[src/rtl/ascon_out_collector.sv]
// Capture stage for the AEAD core byte stream: FIFO buffer, per-frame XOR checksum
// and byte count, and a registered request/valid read port for the host.
module ascon_out_collector #(
    parameter  int DEPTH = 16,
    localparam int AW    = $clog2(DEPTH)
) (
    input  logic          clk,
    input  logic          rst_n,
    input  logic [7:0]    core_data,
    input  logic          core_ready,
    input  logic          core_done,
    input  logic          rd_req,
    input  logic          clear,
    output logic [7:0]    rd_data,
    output logic          rd_valid,
    output logic [AW:0]   fifo_count,
    output logic          empty,
    output logic          full,
    output logic          overflow,
    output logic          frame_done,
    output logic [7:0]    checksum,
    output logic [7:0]    byte_cnt
);

    typedef enum logic [1:0] {
        IDLE    = 2'd0,
        COLLECT = 2'd1,
        DONE    = 2'd2
    } state_t;

    localparam logic [AW:0] FULL_CNT = (AW+1)'(DEPTH);

    state_t         r_state;
    state_t         w_next_state;

    logic [7:0]     r_mem [DEPTH];
    logic [AW-1:0]  r_wr_ptr;
    logic [AW-1:0]  r_rd_ptr;
    logic [AW:0]    r_count;
    logic [7:0]     r_rd_data;
    logic           r_rd_valid;
    logic           r_overflow;
    logic [7:0]     r_checksum;
    logic [7:0]     r_byte_cnt;

    logic           w_empty;
    logic           w_full;
    logic           w_push_req;
    logic           w_pop;
    logic           w_push;
    logic           w_drop;

    // Flags decode only the registered count, never the same-cycle requests.
    assign w_empty    = (r_count == '0);
    assign w_full     = (r_count == FULL_CNT);

    assign w_push_req = !clear && core_ready && (r_state != DONE);
    assign w_pop      = !clear && rd_req && !w_empty;
    assign w_push     = w_push_req && (!w_full || w_pop);
    assign w_drop     = w_push_req && w_full && !w_pop;

    // NOTE: every output of an always_comb gets a default first so no latch is inferred.
    always_comb begin
        w_next_state = r_state;
        case (r_state)
            IDLE:    if (core_ready) w_next_state = COLLECT;
            COLLECT: if (core_done)  w_next_state = DONE;
            DONE:    w_next_state = DONE;
            default: w_next_state = IDLE;
        endcase
        if (clear) w_next_state = IDLE;
    end

    // NOTE: sequential state uses non-blocking (<=) so all registers update from pre-edge values.
    always_ff @(posedge clk or negedge rst_n) begin
        if (!rst_n) r_state <= IDLE;
        else        r_state <= w_next_state;
    end

    // NOTE: the storage array has no reset; occupancy and pointers alone define its valid contents.
    always_ff @(posedge clk) begin
        if (w_push) r_mem[r_wr_ptr] <= core_data;
    end

    always_ff @(posedge clk or negedge rst_n) begin
        if (!rst_n) begin
            r_wr_ptr   <= '0;
            r_rd_ptr   <= '0;
            r_count    <= '0;
            r_rd_data  <= 8'h00;
            r_rd_valid <= 1'b0;
            r_overflow <= 1'b0;
            r_checksum <= 8'h00;
            r_byte_cnt <= 8'h00;
        end else if (clear) begin
            r_wr_ptr   <= '0;
            r_rd_ptr   <= '0;
            r_count    <= '0;
            r_rd_valid <= 1'b0;
            r_overflow <= 1'b0;
            r_checksum <= 8'h00;
            r_byte_cnt <= 8'h00;
        end else begin
            r_rd_valid <= w_pop;
            // On full push+pop both pointers match; the read sees the old entry.
            if (w_pop) begin
                r_rd_data <= r_mem[r_rd_ptr];
                r_rd_ptr  <= r_rd_ptr + 1'b1;
            end
            if (w_push) begin
                r_wr_ptr   <= r_wr_ptr + 1'b1;
                r_checksum <= r_checksum ^ core_data;
                if (r_byte_cnt != 8'hFF) r_byte_cnt <= r_byte_cnt + 8'd1;
            end
            case ({w_push, w_pop})
                2'b10:   r_count <= r_count + 1'b1;
                2'b01:   r_count <= r_count - 1'b1;
                default: r_count <= r_count;
            endcase
            if (w_drop) r_overflow <= 1'b1;
        end
    end

    assign rd_data    = r_rd_data;
    assign rd_valid   = r_rd_valid;
    assign fifo_count = r_count;
    assign empty      = w_empty;
    assign full       = w_full;
    assign overflow   = r_overflow;
    assign frame_done = (r_state == DONE);
    assign checksum   = r_checksum;
    assign byte_cnt   = r_byte_cnt;

endmodule

[config.mk]
export PLATFORM = sky130hd
export DESIGN_NAME = ascon_out_collector
export DESIGN_NICKNAME = d
export VERILOG_FILES = /design/src/rtl/ascon_out_collector.sv
export SDC_FILE = /design/constraint.sdc
export NUM_CORES = 1
export LEC_CHECK = 0
export ABC_AREA = 1
export BUFFER_PORTS_ARGS = -buffer_cell sky130_fd_sc_hd__buf_2
export CAP_MARGIN = 20
export CORE_MARGIN = 5
export CORE_UTILIZATION = 40
export CTS_CLUSTER_DIAMETER = 200
export DETAILED_ROUTE_END_ITERATION = 16
export PLACE_DENSITY = 0.66
export SLEW_MARGIN = 20
export SYNTH_ARGS = -nofsm -noshare
export SYNTH_HDL_FRONTEND = slang
export SYNTH_SLANG_ARGS = --single-unit
[constraint.sdc]
create_clock -name clk -period 2.4 [get_ports clk]
set_input_delay 0.12 -clock clk [delete_from_list [all_inputs] [get_ports clk]]
set_output_delay 0.12 -clock clk [all_outputs]
set_load 0.01 [all_outputs]
### After elaboration in Yosys (flattened, before gate mapping)

Memories as Yosys holds them, arrays and structs flattened. A register that Yosys moved wholly into a read port is not among the register bits.
Index checks and enable logic that the tools add are counted.

| storage, ports and cells | value |
|---|---|
| register bits | 33 |
| RAM bits | 128 |
| output and inout bits | 34 |
| memories kept | 1 |
| input bits | 14 |
| word-level logic and storage cells | 68 |

| cells by class | value |
|---|---|
| mux-type cells | 20 |
| reductions and logical operators | 23 |
| bitwise operators | 2 |
| add/sub/neg operators | 5 |
| equality and inequality tests | 9 |

Memory list:

| memory | depth | bits a word | rd ports | clocked after memory_dff | write ports | RTL line | source |
|---|---|---|---|---|---|---|---|
| r_mem | 16 | 8 | 1 | 1 | 1 | 36 | `logic [7:0] r_mem [DEPTH];` |

Operator list:

| kind | number |
|---|---|
| 8-bit two-way mux | 5 |
| 4-bit two-way mux | 4 |
| 5-bit case mux with 2 select lines | 1 |
| 4-bit by 1-bit adder with 4-bit output, second input constant | 2 |
| 8-bit by 1-bit adder with 8-bit output, second input constant | 1 |
| 8-bit != test, second input constant | 1 |
| 2-bit nonzero test | 4 |
| 8-bit bitwise XOR | 1 |
| 1-bit logical AND | 7 |
| 2-bit two-way mux | 3 |
| 3-bit != test, second input constant | 2 |
| 2-bit case mux with 3 select lines | 1 |
| 2-bit AND reduction | 3 |
| 5-bit by 1-bit adder with 5-bit output, second input constant | 1 |
| 5-bit == test, second input constant | 1 |
| 1-bit zero test | 5 |
| 5-bit zero test | 1 |
| 1-bit two-way mux | 5 |
| 5-bit two-way mux | 1 |
| 5-bit by 1-bit subtractor with 5-bit output, second input constant | 1 |
| 2-bit by 1-bit == test with 1-bit output, second input constant | 2 |
| 2-bit == test, second input constant | 2 |
| 3-bit nonzero test | 1 |
| 2-bit zero test | 1 |
| 3 further kinds | 3 |

### Longest topological paths before layout

| logic depth | value |
|---|---|
| word-level depth | 8 |
| depth in mapped cells | 15 |
| mapped depth without buffers | 15 |

### Worst setup path before layout

OpenSTA, ideal clock, no wires.

| timing path | value |
|---|---|
| path type | register to register |
| start point | reg r_state[0] |
| end point | reg r_count[4] (netlist: fifo_count[4]) |
| arrival | 1.984 ns |
| clock period less this slack | 2.101 ns |
| data required time | 2.283 ns |
| setup time | 0.117 ns |
| slack | 0.299 ns |
| path buffers | 0 |
| stages on the path, launching flop included | 16 |
| cells stage by stage | dfrtp_1 inv_1 ha_1 nor2_1 nand2_1 nand3_1 inv_1 ha_1 a21oi_1 nand2_1 nand2_1 nand2_1 nand2_1 nand2_1 nand2_1 nand2_1 |

| on the way | value |
|---|---|
| word-level cells in the longest chain between the ends | 6 |
| elaborated cells on any way between the ends | 8 |
| classes of those cells | eq/ne (3); mux (2); reduce/logical (3) |

RTL lines:

| item | RTL line | source |
|---|---|---|
| from (decl) | 33 | `state_t r_state;` |
| from (signal assigned) | 77 | `else r_state <= w_next_state;` |
| 2-bit != test (*) | 57 | `assign w_push_req = !clear && core_ready && (r_state != DONE);` |
| 1-bit logical AND (*) | 57 |  |
| 1-bit logical AND (*) | 59 | `assign w_push = w_push_req && (!w_full \|\| w_pop);` |
| 2-bit by 1-bit == test with 1-bit output / 2-bit == test (equally long branches) | 115 | `case ({w_push, w_pop})` |
| 5-bit case mux with 2 select lines | 115 |  |
| 5-bit two-way mux | 95 | `end else if (clear) begin` |
| to (signal assigned) | 116 | `2'b10: r_count <= r_count + 1'b1;` |
| to (signal assigned) | 117 | `2'b01: r_count <= r_count - 1'b1;` |
| to (signal assigned) | 118 | `default: r_count <= r_count;` |
| to (decl) | 39 | `logic [AW:0] r_count;` |

Mark *: on every way between the ends. The rest lies on a longest branch, timed or not.
A chain may end at the register's enable or synchronous reset.

### Final worst setup path

Ends and elaborated chain as after synthesis.

==> metrics.txt <==
FF-to-FF setup slack 0.21 ns; met3 GRT Util roughly 2.8%; Max H-tree Level 4; Hold WS 0.0879 ns; Setup Skew 0.00870 ns; port bufs 47; FF-to-FF End fifo_count[4]; power density cells 856 nW/um2; WP depth 14; # rows 50; nets@finish 883; delay-heaviest family, CP simple AND/OR/NAND/NOR gates; Syn-to-layout area delta 16.8%; CP required 2.72 ns; number of nets still failing antenna checks after routing 0; Buf/Inv on CP 2; Top cell by count, worst path nand2_1; Vias 5377; end of the critical path fifo_count[4]; Rel. slew slack 53.9%; post-DP HPWL 11000 um; Syn Area/Cell 9.73 um2; CP peak stage delay 0.38 ns; largest cells by area after synthesis edfxtp_1, dfrtp_1, nand2_1; die width 149 um; Setup violations, final 0; worst-path fanout max 5; FF/Latch Area 4870 um2; GR Overflow Total 0; leakage about 0.004 uW; timing startpoint of the critical path r_state[0]; CTS max path bufs 2; min cycle time layout 2.19 ns; status finished clean; number of remaining DRC errors 0; GPL Wtd Cong 0.829; fin crit share 91.1%; Initial Util between 40 and 50%; drt total wl ~17000 um; Max VDD drop ~0.47 mV; met1 Usage GRT between 20% and 30%; reg2reg path depth 14; first-pass GRT wire length 27600 um; Slowest-stage cell, CP ha_1; CTS Sinks 169; routed vias/inst 4.77; DP Area 8340 um2; area taken by multi-input logic gates 2240 um2; Post-Syn Instances around 790; Cell Chain, Critical Path inv_1, ha_1, nor2_1, nand2_1, nand3_2, inv_1, ha_1, nand3b_1, nand2_1, nand2_1, nand3_1, nand2_1, nand2_1, nand2_1; largest net degree at the start of global routing 39; I/O pins 48; Crit path arrival time 2.51 ns; antenna violations before repair 0; reg-to-reg critical path startpoint r_state[0]; Filler cells roughly 1700; Setup crit start kind flop; Final Slew Violations 0; Max-Cap Viols 0; Total GRT Usage 16.2%; cell area after synthesis 7720 um2; vias in the first global route roughly 5300; Synth async-reset ratio 24.3%; ys flop type edfxtp_1; initial DRC count 489; most used routing layer met2; final hold vios 0; total power 7720 uW; CTS clk-pin slew, worst paths roughly 0.06 ns; Seq/Total Area, Yosys between 60% and 70%; CTS tree yes; grt met2 use 26.6%; die area 22200 um2; Hold WC Path Type input pin to flop; Core Area 18800 um2; wire per inst 15.2 um; synthesized net count 821; ratio of cells with drive above 1 in the final layout between 10 and 15%; clk root buf clkbuf_16; Synth Warn # 0; Ant. Diodes 0; Die Height 149 um; final instance area 9020 um2; total CTS buffers 17; Fmax between 400 and 500 MHz; CP Capture Type flop; clk_lat worst skew 0.43 ns; number of synthesized flops with an enable pin 128; Yosys cell types 32; drt pass-1 iters 5; Crit Path Class flop to flop; Synth top area share 49.8%; leading area contributor after synthesis edfxtp_1; worst-margin pin slew 0.692 ns; Yosys reg bits 169
worst reg2reg max path: cells and delay by family (launching register included):
kind,cells,cell delay (ns)
simple gates,10,0.91
fa+ha+maj,2,0.60
flops,1,0.35
buf+inv,2,0.21
cells in the final DEF, fill, tap and decap left out, drive strengths merged:
| cell type | netlist | routed |
|---|---|---|
| bufinv | 0 | 5 |
| buf | 25 | 75 |
| nand4 | 1 | 1 |
| o31ai | 8 | 8 |
| a31oi | 1 | 1 |
| a211oi | 2 | 2 |
| dlygate4sd3 | 0 | 1 |
| or2 | 4 | 4 |
| nor2 | 27 | 27 |
| edfxtp | 128 | 128 |
| nand3 | 127 | 127 |
| clkinv | 2 | 4 |
| inv | 122 | 127 |
| a21oi | 3 | 3 |
| nand2 | 244 | 244 |
| xor2 | 5 | 5 |
| o22ai | 2 | 2 |
| nor3 | 1 | 1 |
| o21ai | 17 | 17 |
| ha | 13 | 13 |
| clkbuf | 8 | 18 |
| clkinvlp | 0 | 2 |
| xnor2 | 10 | 10 |
| nand3b | 1 | 1 |
| fa | 1 | 1 |
| dfrtp | 41 | 41 |
metrics by stage:
step / TNS, ns / std cells / util (%) / setup WS [ns]
finish: 0 / 1128 / 47.9 / 0.213
global route: -0.00114 / 1128 / 47.9 / -0.00114
CTS: 0 / 1128 / 47.8 / 0.117
detailed placement: 0 / 1095 / 44.3 / 0.139
global placement: 0 / 1095 / 44.3 / 0.184
floorplan: 0 / 793 / - / 0.299
worst min-delay path by stage:
stage	from	endpoint	slack, ns	cells past startpoint
floorplan	rst_n	byte_cnt[0]	-0.18	0
global placement	rst_n	rd_data[2]	0.21	1
detailed placement	rst_n	byte_cnt[4]	0.21	1
CTS	clear	overflow	0.08	2
global route	clear	overflow	0.11	2
finish	clear	overflow	0.09	2
timing repair:
item                                   4_1_cts  5_1_grt
setup endpoints to repair                    0        2
endpoints found under the hold margin       26        0
gates resized for setup                      0        3
buffers inserted                             0        0
hold buffers                                 1        0
where the power goes:
part | internal, uW | switching [uW] | total (uW)
Sequential | 3320 | 128 | 3450
Clock | 1860 | 1140 | 3000
Combinational | 418 | 849 | 1270
registers in the layout (all words and copies together) (netlist names), 2 cells and up:
signal and cells:
byte_cnt 8, checksum 8, r_wr_ptr 4, r_state 2, fifo_count 5, rd_data 8
r_mem 128, r_rd_ptr 4
cell type report:
cell class / count / area share, %
clock buffers: 18 / 4.76
multi-input cells: 467 / 24.9
inverters: 124 / 5.16
clock inverters: 14 / 2.41
repair buffers: 76 / 5.19
flip-flops and latches: 169 / 54.0
well taps: 260 / 3.61
metal layers:
layer  up-vias  part of all wire, %
met3        42                  3.1
met2       121                   49
met1      2527                   44
li1       2687                    -
met4         0                  4.1
met5         -                    0
Yosys cell counts (2+ instances only):
cell,number
a21oi_1,2
nor2_1,27
inv_2,3
o21ai_0,10
a211oi_1,2
or2_2,4
dfrtp_1,41
xnor2_1,10
buf_4,2
buf_1,3
clkbuf_1,8
o22ai_1,2
xor2_1,5
o21ai_1,6
o31ai_1,8
nand2_1,243
inv_1,119
ha_1,13
clkinv_1,2
edfxtp_1,128
nand3_1,126
buf_2,19
cell families (layout without fill, tap and decap cells):
logic type	after synthesis	after routing	synth area share, %
simple gates	405	405	22.1
flops	169	169	63.1
buf+inv	157	232	8.14
compound gates	33	33	2.61
xor+xnor	15	15	1.70
fa+ha+maj	14	14	2.37
(Power assumes the default switching activity.)
